### src/rtl/seq_pipe_addn.sv
// seq_pipe_addn: pipelined unsigned adder tree summing NIN operands of WIDTH
// bits, one tree level per pipeline stage, with valid/ready flow control and
// a sticky overflow flag.
//
// Parameters
//   WIDTH   bits per operand and per result (1..32)
//   NIN     operand count (2..16), need not be a power of two
// Ports
//   clk      clock, rising edge
//   reset_n  asynchronous active-low reset; clears every stage
//   in_val   operand set valid
//   in_rdy   operand set accepted this cycle (combinational, stall-driven)
//   in       packed operands, operand i at in[i*WIDTH +: WIDTH]
//   out_val  result valid
//   out_rdy  downstream accepts result
//   out      sum (mod 2^WIDTH, or saturated)
//   out_ovf  true sum was >= 2^WIDTH
// Build option
//   SEQ_PIPE_ADDN_SAT_EN  defined: saturating sums; undefined: wrap-around.
//
// Storage layout: every stage's entries live in one flat array. Level k holds
// lvl_cnt(k) entries starting at lvl_off(k); level 0 is the operand register.

// Pairwise add cell: one node of the tree.
module seq_pipe_addn_cell #(
  parameter int WIDTH = 8
) (
  input  logic [WIDTH-1:0] a,
  input  logic [WIDTH-1:0] b,
  input  logic             a_ovf,
  input  logic             b_ovf,
  output logic [WIDTH-1:0] s,
  output logic             s_ovf
);
  logic [WIDTH:0] full;

  assign full  = {1'b0, a} + {1'b0, b};
  assign s_ovf = full[WIDTH] | a_ovf | b_ovf;
`ifdef SEQ_PIPE_ADDN_SAT_EN
  // Once any upstream add overflowed the true sum is already >= 2^WIDTH,
  // so pinning to all-ones here makes the final result min(sum, max).
  assign s = s_ovf ? {WIDTH{1'b1}} : full[WIDTH-1:0];
`else
  assign s = full[WIDTH-1:0];
`endif
endmodule

module seq_pipe_addn #(
  parameter int WIDTH = 8,
  parameter int NIN   = 4
) (
  input  logic                 clk,
  input  logic                 reset_n,
  input  logic                 in_val,
  output logic                 in_rdy,
  input  logic [NIN*WIDTH-1:0] in,
  output logic                 out_val,
  input  logic                 out_rdy,
  output logic [WIDTH-1:0]     out,
  output logic                 out_ovf
);
  localparam int LEVELS = $clog2(NIN);

  // Entries at tree level k: NIN halved (rounding up) k times.
  function automatic int lvl_cnt(input int k);
    int n;
    n = NIN;
    for (int i = 0; i < k; i++) n = (n + 1) / 2;
    return n;
  endfunction

  // Index of the first entry of level k in the flat storage.
  function automatic int lvl_off(input int k);
    int o;
    o = 0;
    for (int i = 0; i < k; i++) o += lvl_cnt(i);
    return o;
  endfunction

  localparam int TOT = lvl_off(LEVELS + 1);

  logic [TOT-1:0][WIDTH-1:0] sum_q, nxt_d;
  logic [TOT-1:0]            ovf_q, nxt_o;
  logic [LEVELS:0]           vld_pipe;
  logic                      en;

  // The whole pipe advances or holds as one; a full output blocks everything.
  assign en      = !out_val || out_rdy;
  assign in_rdy  = en;
  assign out_val = vld_pipe[LEVELS];
  assign out     = sum_q[TOT-1];
  assign out_ovf = ovf_q[TOT-1];

  for (genvar i = 0; i < NIN; i++) begin : g_s0
    assign nxt_d[i] = in[i*WIDTH +: WIDTH];
    assign nxt_o[i] = 1'b0;
  end

  for (genvar k = 1; k <= LEVELS; k++) begin : g_lvl
    localparam int PO = lvl_off(k - 1);
    localparam int PC = lvl_cnt(k - 1);
    localparam int CO = lvl_off(k);
    localparam int CC = lvl_cnt(k);
    for (genvar j = 0; j < CC; j++) begin : g_ent
      if (2*j + 1 < PC) begin : g_add
        seq_pipe_addn_cell #(.WIDTH(WIDTH)) u_cell (
          .a     (sum_q[PO + 2*j]),
          .b     (sum_q[PO + 2*j + 1]),
          .a_ovf (ovf_q[PO + 2*j]),
          .b_ovf (ovf_q[PO + 2*j + 1]),
          .s     (nxt_d[CO + j]),
          .s_ovf (nxt_o[CO + j])
        );
      end else begin : g_pass
        // Odd entry count: the last entry has no partner and moves down as-is.
        assign nxt_d[CO + j] = sum_q[PO + 2*j];
        assign nxt_o[CO + j] = ovf_q[PO + 2*j];
      end
    end
  end

  always_ff @(posedge clk or negedge reset_n) begin
    if (!reset_n) begin
      sum_q    <= '0;
      ovf_q    <= '0;
      vld_pipe <= '0;
    end else if (en) begin
      sum_q    <= nxt_d;
      ovf_q    <= nxt_o;
      vld_pipe <= {vld_pipe[LEVELS-1:0], in_val};
    end
  end
endmodule
### config.mk
export PLATFORM = sky130hd
export DESIGN_NAME = seq_pipe_addn
export DESIGN_NICKNAME = d
export VERILOG_FILES = /design/src/rtl/seq_pipe_addn.sv
export SDC_FILE = /design/constraint.sdc
export NUM_CORES = 1
export LEC_CHECK = 0
export CAP_MARGIN = 15
export CELL_PAD_IN_SITES_DETAIL_PLACEMENT = 1
export CELL_PAD_IN_SITES_GLOBAL_PLACEMENT = 1
export CORE_AREA = 2 2 85 104
export CTS_CLUSTER_DIAMETER = 80
export DETAILED_ROUTE_END_ITERATION = 6
export DIE_AREA = 0 0 87 106
export GPL_TIMING_DRIVEN = 1
export PLACE_DENSITY_LB_ADDON = 0.1
export RECOVER_POWER = 100
export SLEW_MARGIN = 20
export SYNTH_ARGS = -nofsm -noshare
export SYNTH_HDL_FRONTEND = slang
export SYNTH_SLANG_ARGS = --single-unit
### constraint.sdc
create_clock -name clk -period 4 [get_ports clk]
set_input_delay 0.4 -clock clk [delete_from_list [all_inputs] [get_ports clk]]
set_output_delay 0.4 -clock clk [all_outputs]
set_load 0.1 [all_outputs]
# Word-level counts from Yosys, hierarchy flattened
# Index checks and enable logic that the tools add are counted.
# W data, S select, Z words.
[word_totals]
regBits = 62
out_inout_bits = 11
inputBits = 36
elab_cells = 16
[op_classes]
reduce_logical = 2
bitwise_logic = 2
add_sub_neg = 3
[op_table]
columns = ["operator", "count"]
rows = [
  ["$add A8 B8 Y9", 3],
  ["$or A1 B1 Y1", 2],
  ["$logic_not A1 Y1", 1],
  ["$logic_or A1 B1 Y1", 1],
]

# Depth between registers and ports, before layout
# Gate-level depths: netlist of run 1.
[logic_depth]
depth_word = 3
depth_mapped = 7
ltp_nobuf = 7

# Hierarchy
# Synthesis of run 1 repeated with hierarchy kept, for this count alone.
[hier_totals]
hier_cells = 255
hier_area_um2 = 3626.0
[by_module_without_submodules]
columns = ["module", "cells_each", "area_each_um2", "seq_area_each_um2", "n_inst"]
rows = [
  ["seq_pipe_addn", 141, 2680.1, 1551.5, 1],
  ["seq_pipe_addn_cell", 38, 315.3, 0.0, 3],
]

# Least setup slack after synthesis of run 1
# Ideal clock, no wire load.
[synth_path]
path_kind = "register to output"
start = "register vld_pipe[2]"
end = "output in_rdy"
stages_incl_launch_ff = 4
path_slack_ps = 1434
path_buffers = 1
required_ps = 3600
arrival_time_ps = 2166
cell_sequence = "dfrtp_1 -> nor2b_1 -> inv_2 -> clkbuf_1"
[synth_between]
elab_chain_len = 2
[synth_lines]
columns = ["item", "line", "text"]
rows = [
  ["start: declaration", "84", "logic [LEVELS:0] vld_pipe;"],
  ["start signal: assignment", "130", "vld_pipe <= {vld_pipe[LEVELS-1:0], in_val};"],
  ["$logic_not A1 Y1", "88", "assign en = !out_val || out_rdy;"],
  ["$logic_or A1 B1 Y1", "88", ""],
  ["end: declaration", "55", "output logic in_rdy,"],
]
# No other way between the ends.

# Final worst setup path of run 1
[layout_path]
start = "input out_rdy"
end = "output in_rdy"
[layout_between]
elab_chain_len = 1
[layout_lines]
columns = ["item", "line", "text"]
rows = [
  ["start: declaration", "58", "input logic out_rdy,"],
  ["$logic_or A1 B1 Y1", "88", ""],
]
# No other way between the ends.

==> run_results.csv, run 1 <==
group,metric,value,unit
power,p_per_area,817.9,mW/mm2
routing,dr.pass1.iters,6,
yosys,synth_xor_area_share,3.279,%
timing,max_freq,0.4261,GHz
run_status,status,"finished with violations",
grt,gr-total-overflow,0,
die,design.die.area,0.009222,mm2
yosys,synth_area,0.003206,mm2
routing,wl,6845,um
final_layout,ff_latch_area,0.001551,mm2
routing,drtIter0Drc,106,
routing,drcViolationCount,0,
yosys,synthAdderAreaFrac,11.24,%
grt,first_global_vias,2666,
routing,via_per_inst,5.032,
final_layout,drive_above_1_share,5.679,%
timing,finalSetupViolCount,0,
hold_path,hold_depth,2,
placement,placed_cell_area,0.003727,mm2
placement,place_ws,1.914,ns
cts,cts_sinks,62,
routing,wire_per_inst,13.64,um
timing,fin_skew,0.003745,ns
die,rows,37,
setup_path,r2r_slack,1.87,ns
flow_run,cap_viol_max_count,1,
grt,grt_use_total,17.06,%
timing,grt_setup_unrepaired,"no",
yosys,yosys_warnings,0,
setup_path,worst_r2r_endpoint,"ovf_q[5]",
die,core,0.008287,mm2
yosys,synth_top_area_cell,"dfrtp_1",
setup_path,r2r_start,"vld_pipe[2]",
timing,tightest_slew,1.633,ns
setup_path,cp-end-kind,"primary output",
setup_path,required,3.60,ns
die,die-height,106,um
yosys,ys_ff_latch,62,
cts,cts_made_buffers,9,
final_layout,finalInstanceArea,0.003884,mm2
cts,cts_root_buf,"clkbuf_8",
timing,fin_crit,2.347,ns
yosys,netlist.area_leader.share,48.40,%
die,initial_core_util,38.68,%
cts,clock_path_buffers,2,
yosys,synth_compound_area_share,12.49,%
timing,slew_violations,32,
final_layout,diodes,0,
final_layout,fill_cells,972,
yosys,synth_top_family_by_area,"simple AND/OR/NAND/NOR gates",
power,ir_drop,0.0002016,V
hold_path,worstHoldStart,"out[1]",
yosys,yosys.area_share.simple,21.55,%
final_layout,multi_input_area,0.001560,mm2
placement,io_buffers,46,
timing,hold_violations,0,
setup_path,r2r_cells,5,
yosys,synth_area_leaders,"dfrtp_1, nand2_1, ha_1, o21ai_1, xor2_1",
grt,grt_pass1_wl,12220,um
setup_path,path_max_fanout,2,
setup_path,cp-start-kind,"input port",
cts,clock_latency,0.34,ns
cts,cts_setup_buffers,0,
setup_path,cp.arrival,1.95,ns
hold_path,hp-class,"reg -> reg",
routing,antenna_left,0,
cts,cts_tree,"yes",
routing,vias,2526,
yosys,synth_mux_area_share,0,%
setup_path,critPathKind,"in -> out",
final_layout,nNetsFinal,464,
cts,h-tree-depth,3,
cts,clk_pin_slew,0.06,ns
final_layout,area_growth,21.16,%
die,ioPinCount,47,
yosys,synth_seq_area_share,48.40,%
timing,fin_setup_tns,0,ns
yosys,syn_avg_cell_area,9.055,um2
power,p_leak,1.838,nW
run_status,violations,"capacitance limit, slew limit",
placement,gp_congestion,0.7223,
cts,cts_resized,0,
timing,fin_ws,1.653,ns
grt,antenna_found_initial,0,
yosys,syn_inst,354,
timing,max-slew-margin-rel,-8.893,%
setup_path,worstSetupStartpoint,"out_rdy",
die,die_w,87,um
cts,ctsHoldBuffers,0,
hold_path,worstHoldEndpoint,"out[1]",
yosys,synth.distinct_cells,31,
placement,dp_hpwl,4850,um
yosys,synth.net_count,417,
timing,fin_crit_sh,58.67,%
grt,grt_max_degree,74,
through the flow:
step                      power [mW]  instances  hold WS [ns]  util, %
after floorplan                2.368        354        0.1044        -
after global placement         2.712        487        0.4430    44.98
after detailed placement       2.773        487        0.4565    44.98
after CTS                      3.276        502        0.1110    47.00
after global routing           3.477        502        0.4938    46.87
final                          3.176        502        0.4648    46.87
worst max-delay path, stage by stage:
cell and delay (ns):
dlygate4sd3_1 0.57, nor2b_4 0.05, inv_2 0.06, clkbuf_1 0.86
final cells by class:
type,count,area share [%]
clock buffers,14,4.188
clock inverters,1,0.1289
inverters,4,0.3866
multi-input cells,275,40.17
flip-flops and latches,62,39.95
well taps,97,3.125
repair buffers,49,12.05
worst max path at each step:
stage	depth (start not counted)	end	slack, ns
after floorplan	3	in_rdy	1.43
after global placement	6	ovf_q[4]	1.96
after detailed placement	6	ovf_q[5]	1.91
after CTS	1	out_ovf	1.76
after global routing	6	ovf_q[4]	1.47
final	4	in_rdy	1.65
Yosys cell counts:
library cell	instances
nand2_1	143
clkbuf_1	4
a31oi_1	4
a21oi_2	3
nor2b_1	4
buf_8	2
a211oi_2	3
nor2_4	1
dfrtp_1	62
inv_2	1
xnor2_1	3
o21ai_0	5
xor2_1	9
a21o_1	3
inv_1	3
fa_1	3
nor3_1	12
buf_2	6
or3_1	2
a211oi_1	3
o21bai_1	3
ha_1	24
buf_4	1
o31ai_1	1
o21ai_1	24
nand2b_1	3
o211ai_1	4
nor2_1	7
o21a_1	1
a21oi_1	9
o31a_1	1
metal layers:
layer | GRT usage [%] | vias to the layer above | share of wire, %
li1 | - | 1274 | -
met1 | 20.89 | 1195 | 45
met2 | 28.08 | 44 | 50
met3 | 2.640 | 13 | 2.8
met4 | 9.821 | 0 | 2.9
met5 | 0 | - | 0
placed cells by master (no fill, tap or decap), types with 5 or more instances in the layout:
master             n
a21oi_1           10
clkbuf_1           5
clkbuf_8          11
clkdlybuf4s50_1   33
dfrtp_1           62
dlygate4sd3_1     11
ha_1              24
nand2_1          143
nor2_1             7
nor3_1            12
o21ai_0           22
o21ai_1            7
xor2_1             9
registers in the layout, summed over array words and instances, names as in the netlist:
signal,cells
out,8
ovf_q,3
sum_q,48
vld_pipe,3
report_power, final:
group,internal (mW),total (mW),leakage [nW],switching (mW)
registers,0.862,1.00,0.739,0.138
clock network,0.255,0.486,0.0865,0.231
logic,0.595,1.69,1.01,1.10
total,1.71,3.18,1.84,1.46
cells by family (layout without fill, tap and decap cells):
kind of cell,Yosys count,after routing
and+or+nand+nor,172,172
AOI/OAI and AO/OA,64,64
DFF,62,62
adders and majority gates,27,27
buffers and inverters,17,68
xor gates and xnor gates,12,12
Power figures use the tool's default switching activity.
==> run 2, diff against run 1 <==
Clock period 4 ns to 2.4 ns, I/O delays scaled along.
==> run 2 against run 1 <==
  * The run still ends with capacitance limit, slew limit left
  * Sequential power grew 67%
  * Non-clock buffer count is 4 higher
  * Critical path depth is 3 higher
  * Flip-flop and latch count unchanged
  * Critical endpoint is now ovf_q[6]
  * Highest routed layer unchanged
==> run_results.csv, run 2 (same netlist as run 1, synthesis figures left out) <==
group,metric,value,unit
timing,max_freq,0.4749,GHz
final_layout,largest_register_ffs,48,
routing,vias,2510,
timing,fin_skew,0.006717,ns
setup_path,path_max_fanout,3,
cts,cts_sinks,62,
timing,fin_crit_sh,87.74,%
timing,finalSetupViolCount,0,
final_layout,layout_commonest_cell,"nand2_1",
die,ioPinCount,47,
cts,cts_root_buf,"clkbuf_8",
final_layout,diodes,0,
setup_path,cp-end-kind,"flip-flop",
placement,dp_hpwl,5215,um
die,design.die.area,0.009222,mm2
cts,cts_resized,0,
routing,drtIter0Drc,53,
grt,antenna_found_initial,0,
die,initial_core_util,38.68,%
power,p_per_area,1371,mW/mm2
cts,cts_made_buffers,9,
grt,grt_use_total,17.08,%
routing,wl,6980,um
placement,placed_cell_area,0.003762,mm2
setup_path,cp.arrival,2.33,ns
cts,cts_setup_buffers,0,
timing,max-slew-margin-rel,-7.874,%
setup_path,cpMostUsedCell,"o21ai_0",
final_layout,final_cell_mix,"nand2_1, dfrtp_1, clkdlybuf4s50_1",
power,p_leak,1.847,nW
cts,cts_tree,"yes",
routing,via_per_inst,4.951,
die,die_w,87,um
hold_path,hp-class,"in -> reg",
grt,grt_max_degree,58,
placement,gp_congestion,0.7579,
die,die-height,106,um
run_status,status,"finished with violations",
grt,first_global_vias,2648,
routing,wire_per_inst,13.77,um
timing,grt_setup_unrepaired,"no",
timing,tightest_slew,1.618,ns
setup_path,cp_slowest_cell,"fa_1",
placement,place_ws,0.4100,ns
setup_path,cp-start-kind,"flip-flop",
placement,io_buffers,46,
timing,fin_setup_tns,0,ns
run_status,violations,"capacitance limit, slew limit",
cts,h-tree-depth,3,
setup_path,required,2.62,ns
routing,drcViolationCount,0,
final_layout,drive_above_1_share,5.610,%
grt,gr-total-overflow,0,
power,ir_drop,0.0004219,V
setup_path,critical_path.max_stage_delay,0.42,ns
routing,antenna_left,0,
cts,clock_path_buffers,2,
cts,clock_latency,0.35,ns
die,core,0.008287,mm2
setup_path,critPathKind,"reg -> reg",
timing,hold_violations,0,
timing,fin_ws,0.2942,ns
timing,hold_ws,0.4168,ns
cts,clk_pin_slew,0.07,ns
setup_path,crit_chain,"ha_1 -> fa_1 -> a21oi_1 -> o21ai_0 -> o31a_1 -> o21ai_0 -> a31oi_1",
final_layout,nNetsFinal,468,
grt,grt_pass1_wl,12180,um
final_layout,finalInstanceArea,0.003890,mm2
final_layout,top_register,"sum_q",
routing,dr.pass1.iters,4,
flow_run,cap_viol_max_count,1,
timing,fin_crit,2.106,ns
final_layout,area_growth,21.35,%
die,rows,37,
timing,slew_violations,28,
==> run 2: cell type report <==
| class | instances | area, um2 |
|---|---|---|
| repair buffers | 53 | 459.2 |
| multi-input cells | 275 | 1538 |
| well taps | 97 | 121.4 |
| clock inverters | 2 | 12.51 |
| clock buffers | 14 | 192.7 |
| flip-flops and latches | 62 | 1551 |
| fillers | 983 | 4397 |
| inverters | 4 | 15.01 |
==> run 2: repair_timing <==
action,CTS,global route
hold buffers,1,0
hold endpoints to repair,27,0
setup endpoints to repair,0,0
==> run 2: critical path, delay by kind of cell, from the launching register on <==
| kind | cells | cell delay, ns |
|---|---|---|
| AOI/OAI and AO/OA | 5 | 0.94 |
| adders and majority gates | 2 | 0.66 |
| DFF | 1 | 0.39 |
==> run 2: layer usage <==
metal / vias to the layer above / wire length [um] / global-route usage (%)
li1: 1277 / - / -
met1: 1185 / 3122 / 20.76
met2: 37 / 3515 / 28.46
met3: 11 / 163 / 2.407
met4: 0 / 180 / 9.710
met5: - / 0 / 0
==> run 2: path summary, 6_finish.rpt <==
check | endpoint | slack, ns | depth (start not counted) | from
worst max-delay path | ovf_q[6] | 0.29 | 7 | sum_q[40]
worst min-delay path | sum_q[13] | 0.42 | 3 | in[13]
worst max register to register | ovf_q[6] | 0.29 | 7 | sum_q[40]
worst min register to register | out[1] | 0.47 | 2 | out[1]
max in group asynchronous | sum_q[43] | 0.63 | 2 | reset_n
min in group asynchronous | out[4] | 0.83 | 2 | reset_n
==> run 2: per-stage QoR <==
| step | util (%) | std cells | power, mW |
|---|---|---|---|
| final | 46.94 | 507 | 5.334 |
| after global routing | 46.94 | 507 | 5.826 |
| after CTS | 48.00 | 507 | 5.589 |
| after detailed placement | 45.40 | 490 | 4.634 |
| after global placement | 45.40 | 490 | 4.548 |
| after floorplan | - | 354 | 3.947 |
==> run 2: where the power goes <==
| group | leakage [nW] | internal (mW) | switching, mW |
|---|---|---|---|
| logic | 1.00 | 0.926 | 1.81 |
| clock network | 0.105 | 0.514 | 0.409 |
| registers | 0.739 | 1.44 | 0.237 |
==> run 3, diff against run 2 <==
Settings changed: CORE_AREA 2 2 85 104 to 2 2 84 102, DIE_AREA 0 0 87 106 to 0 0 86 104.
==> run 3 against run 2 <==
  * The run still ends with capacitance limit, slew limit left
  * Via count grew 1.1%
  * Global-route usage down 0.15 points
  * Clock skew about the same
  * Flip-flop and latch count did not move
  * Fmax shrank 1.0%
  * Sequential share of layout area is 0.051 points lower
  * Core utilization increased by 1.9 points
  * Critical path type unchanged
==> run_results.csv, run 3 (same netlist as run 1, synthesis figures left out) <==
group,metric,value,unit
run_status,status,"finished with violations",
run_status,violations,"capacitance limit, slew limit",
routing,wire_per_inst,13.24,um
timing,fin_crit,2.128,ns
final_layout,drive_above_1_share,4.902,%
grt,first_global_vias,2670,
routing,drcViolationCount,0,
setup_path,critPathTopFamily,"compound AO/OA/AOI/OAI gates",
setup_path,path_max_fanout,3,
hold_path,hold_depth,3,
routing,vias,2538,
final_layout,area_growth,21.51,%
final_layout,largest_register_ffs,48,
hold_path,hp-class,"in -> reg",
timing,fin_skew,0.006399,ns
final_layout,layoutNonFillerInstCount,503,
setup_path,crit_chain,"ha_1 -> fa_1 -> a21oi_1 -> o21ai_0 -> o31a_1 -> o21ai_0 -> a31oi_1",
routing,antenna_left,0,
cts,cts_sinks,62,
timing,grt_setup_unrepaired,"no",
final_layout,postLayoutCoreUtil,48.85,%
power,p_per_area,1386,mW/mm2
placement,gp_congestion,0.7256,
placement,io_buffers,46,
final_layout,diodes,0,
setup_path,cp-start-kind,"flip-flop",
setup_path,cp.depth,7,
cts,clk_pin_slew,0.07,ns
setup_path,cpMostUsedCell,"o21ai_0",
cts,cts_setup_buffers,0,
setup_path,r2r_cells,7,
cts,clock_path_buffers,2,
placement,dp_hpwl,4890,um
cts,cts_made_buffers,9,
die,initial_core_util,40.21,%
power,ir_drop,0.0003534,V
final_layout,nNetsFinal,466,
flow_run,cap_viol_max_count,1,
final_layout,final_cell_mix,"nand2_1, dfrtp_1, clkdlybuf4s50_1",
placement,place_inst,486,
timing,hold_violations,0,
cts,cts_root_buf,"clkbuf_8",
setup_path,required,2.57,ns
die,rows,36,
final_layout,layout_commonest_cell,"nand2_1",
routing,wl,6658,um
final_layout,top_register,"sum_q",
setup_path,cp-end-kind,"flip-flop",
power,power,5.399,mW
grt,grt_max_degree,74,
timing,fin_ws,0.2724,ns
timing,finalSetupViolCount,0,
timing,fin_crit_sh,88.65,%
power,p_leak,1.849,nW
timing,slew_violations,30,
timing,max-slew-margin-rel,-13.37,%
die,core,0.007973,mm2
timing,hold_ws,0.4355,ns
grt,gr-total-overflow,0,
setup_path,cp.buffers_inverters,0,
placement,placed_cell_area,0.003745,mm2
timing,fin_setup_tns,0,ns
die,ioPinCount,47,
die,die-height,104,um
grt,antenna_found_initial,0,
routing,drtIter0Drc,51,
routing,via_per_inst,5.046,
timing,tightest_slew,1.701,ns
setup_path,critical_path.max_stage_delay,0.43,ns
timing,max_freq,0.4700,GHz
placement,place_ws,0.4211,ns
final_layout,finalInstanceArea,0.003895,mm2
setup_path,cp_slowest_cell,"fa_1",
cts,h-tree-depth,3,
grt,grt_pass1_wl,12230,um
die,design.die.area,0.008944,mm2
setup_path,cp.arrival,2.30,ns
cts,cts_tree,"yes",
setup_path,critPathKind,"reg -> reg",
die,die_w,86,um
cts,clock_latency,0.33,ns
routing,dr.pass1.iters,4,
grt,grt_use_total,16.93,%
-- run 3: final timing paths --
check | startpoint | slack, ns | end
worst max-delay path | sum_q[40] | 0.27 | ovf_q[6]
worst min-delay path | in[17] | 0.44 | sum_q[17]
worst max register to register | sum_q[40] | 0.27 | ovf_q[6]
worst min register to register | vld_pipe[1] | 0.46 | vld_pipe[1]
max in group asynchronous | reset_n | 0.52 | sum_q[29]
min in group asynchronous | reset_n | 0.89 | out[1]
-- run 3: area by class of cell --
type,instances,area [um2]
clock buffer,12,145.1
clock inverter,4,70.07
fill,931,4078
inverter,4,15.01
multi-input combinational,275,1530
sequential,62,1551
tap,95,118.9
timing repair buffer,51,464.2
-- run 3: power by group --
part           switching, mW  internal (mW)
clock network          0.391          0.611
logic                   1.80          0.926
registers              0.232           1.44
total                   2.43           2.97
-- run 3: per-layer routing --
| metal | up-vias | global-route usage, % | wire length, um |
|---|---|---|---|
| met1 | 1217 | 21.18 | 2908 |
| met4 | 0 | 5.442 | 95 |
| met5 | - | 0 | 0 |
| met2 | 37 | 29.13 | 3451 |
| met3 | 10 | 3.095 | 204 |
| li1 | 1274 | - | - |
-- run 3: worst min-delay path, stage by stage --
cell,delay (ns)
clkdlybuf4s50_1,0.39
nand2_1,0.05
nand2_1,0.04
-- run 3: timing repair --
action / in CTS / in global routing
gates resized for setup: 0 / 0
hold endpoints to repair: 29 / 0
hold buffers: 1 / 0
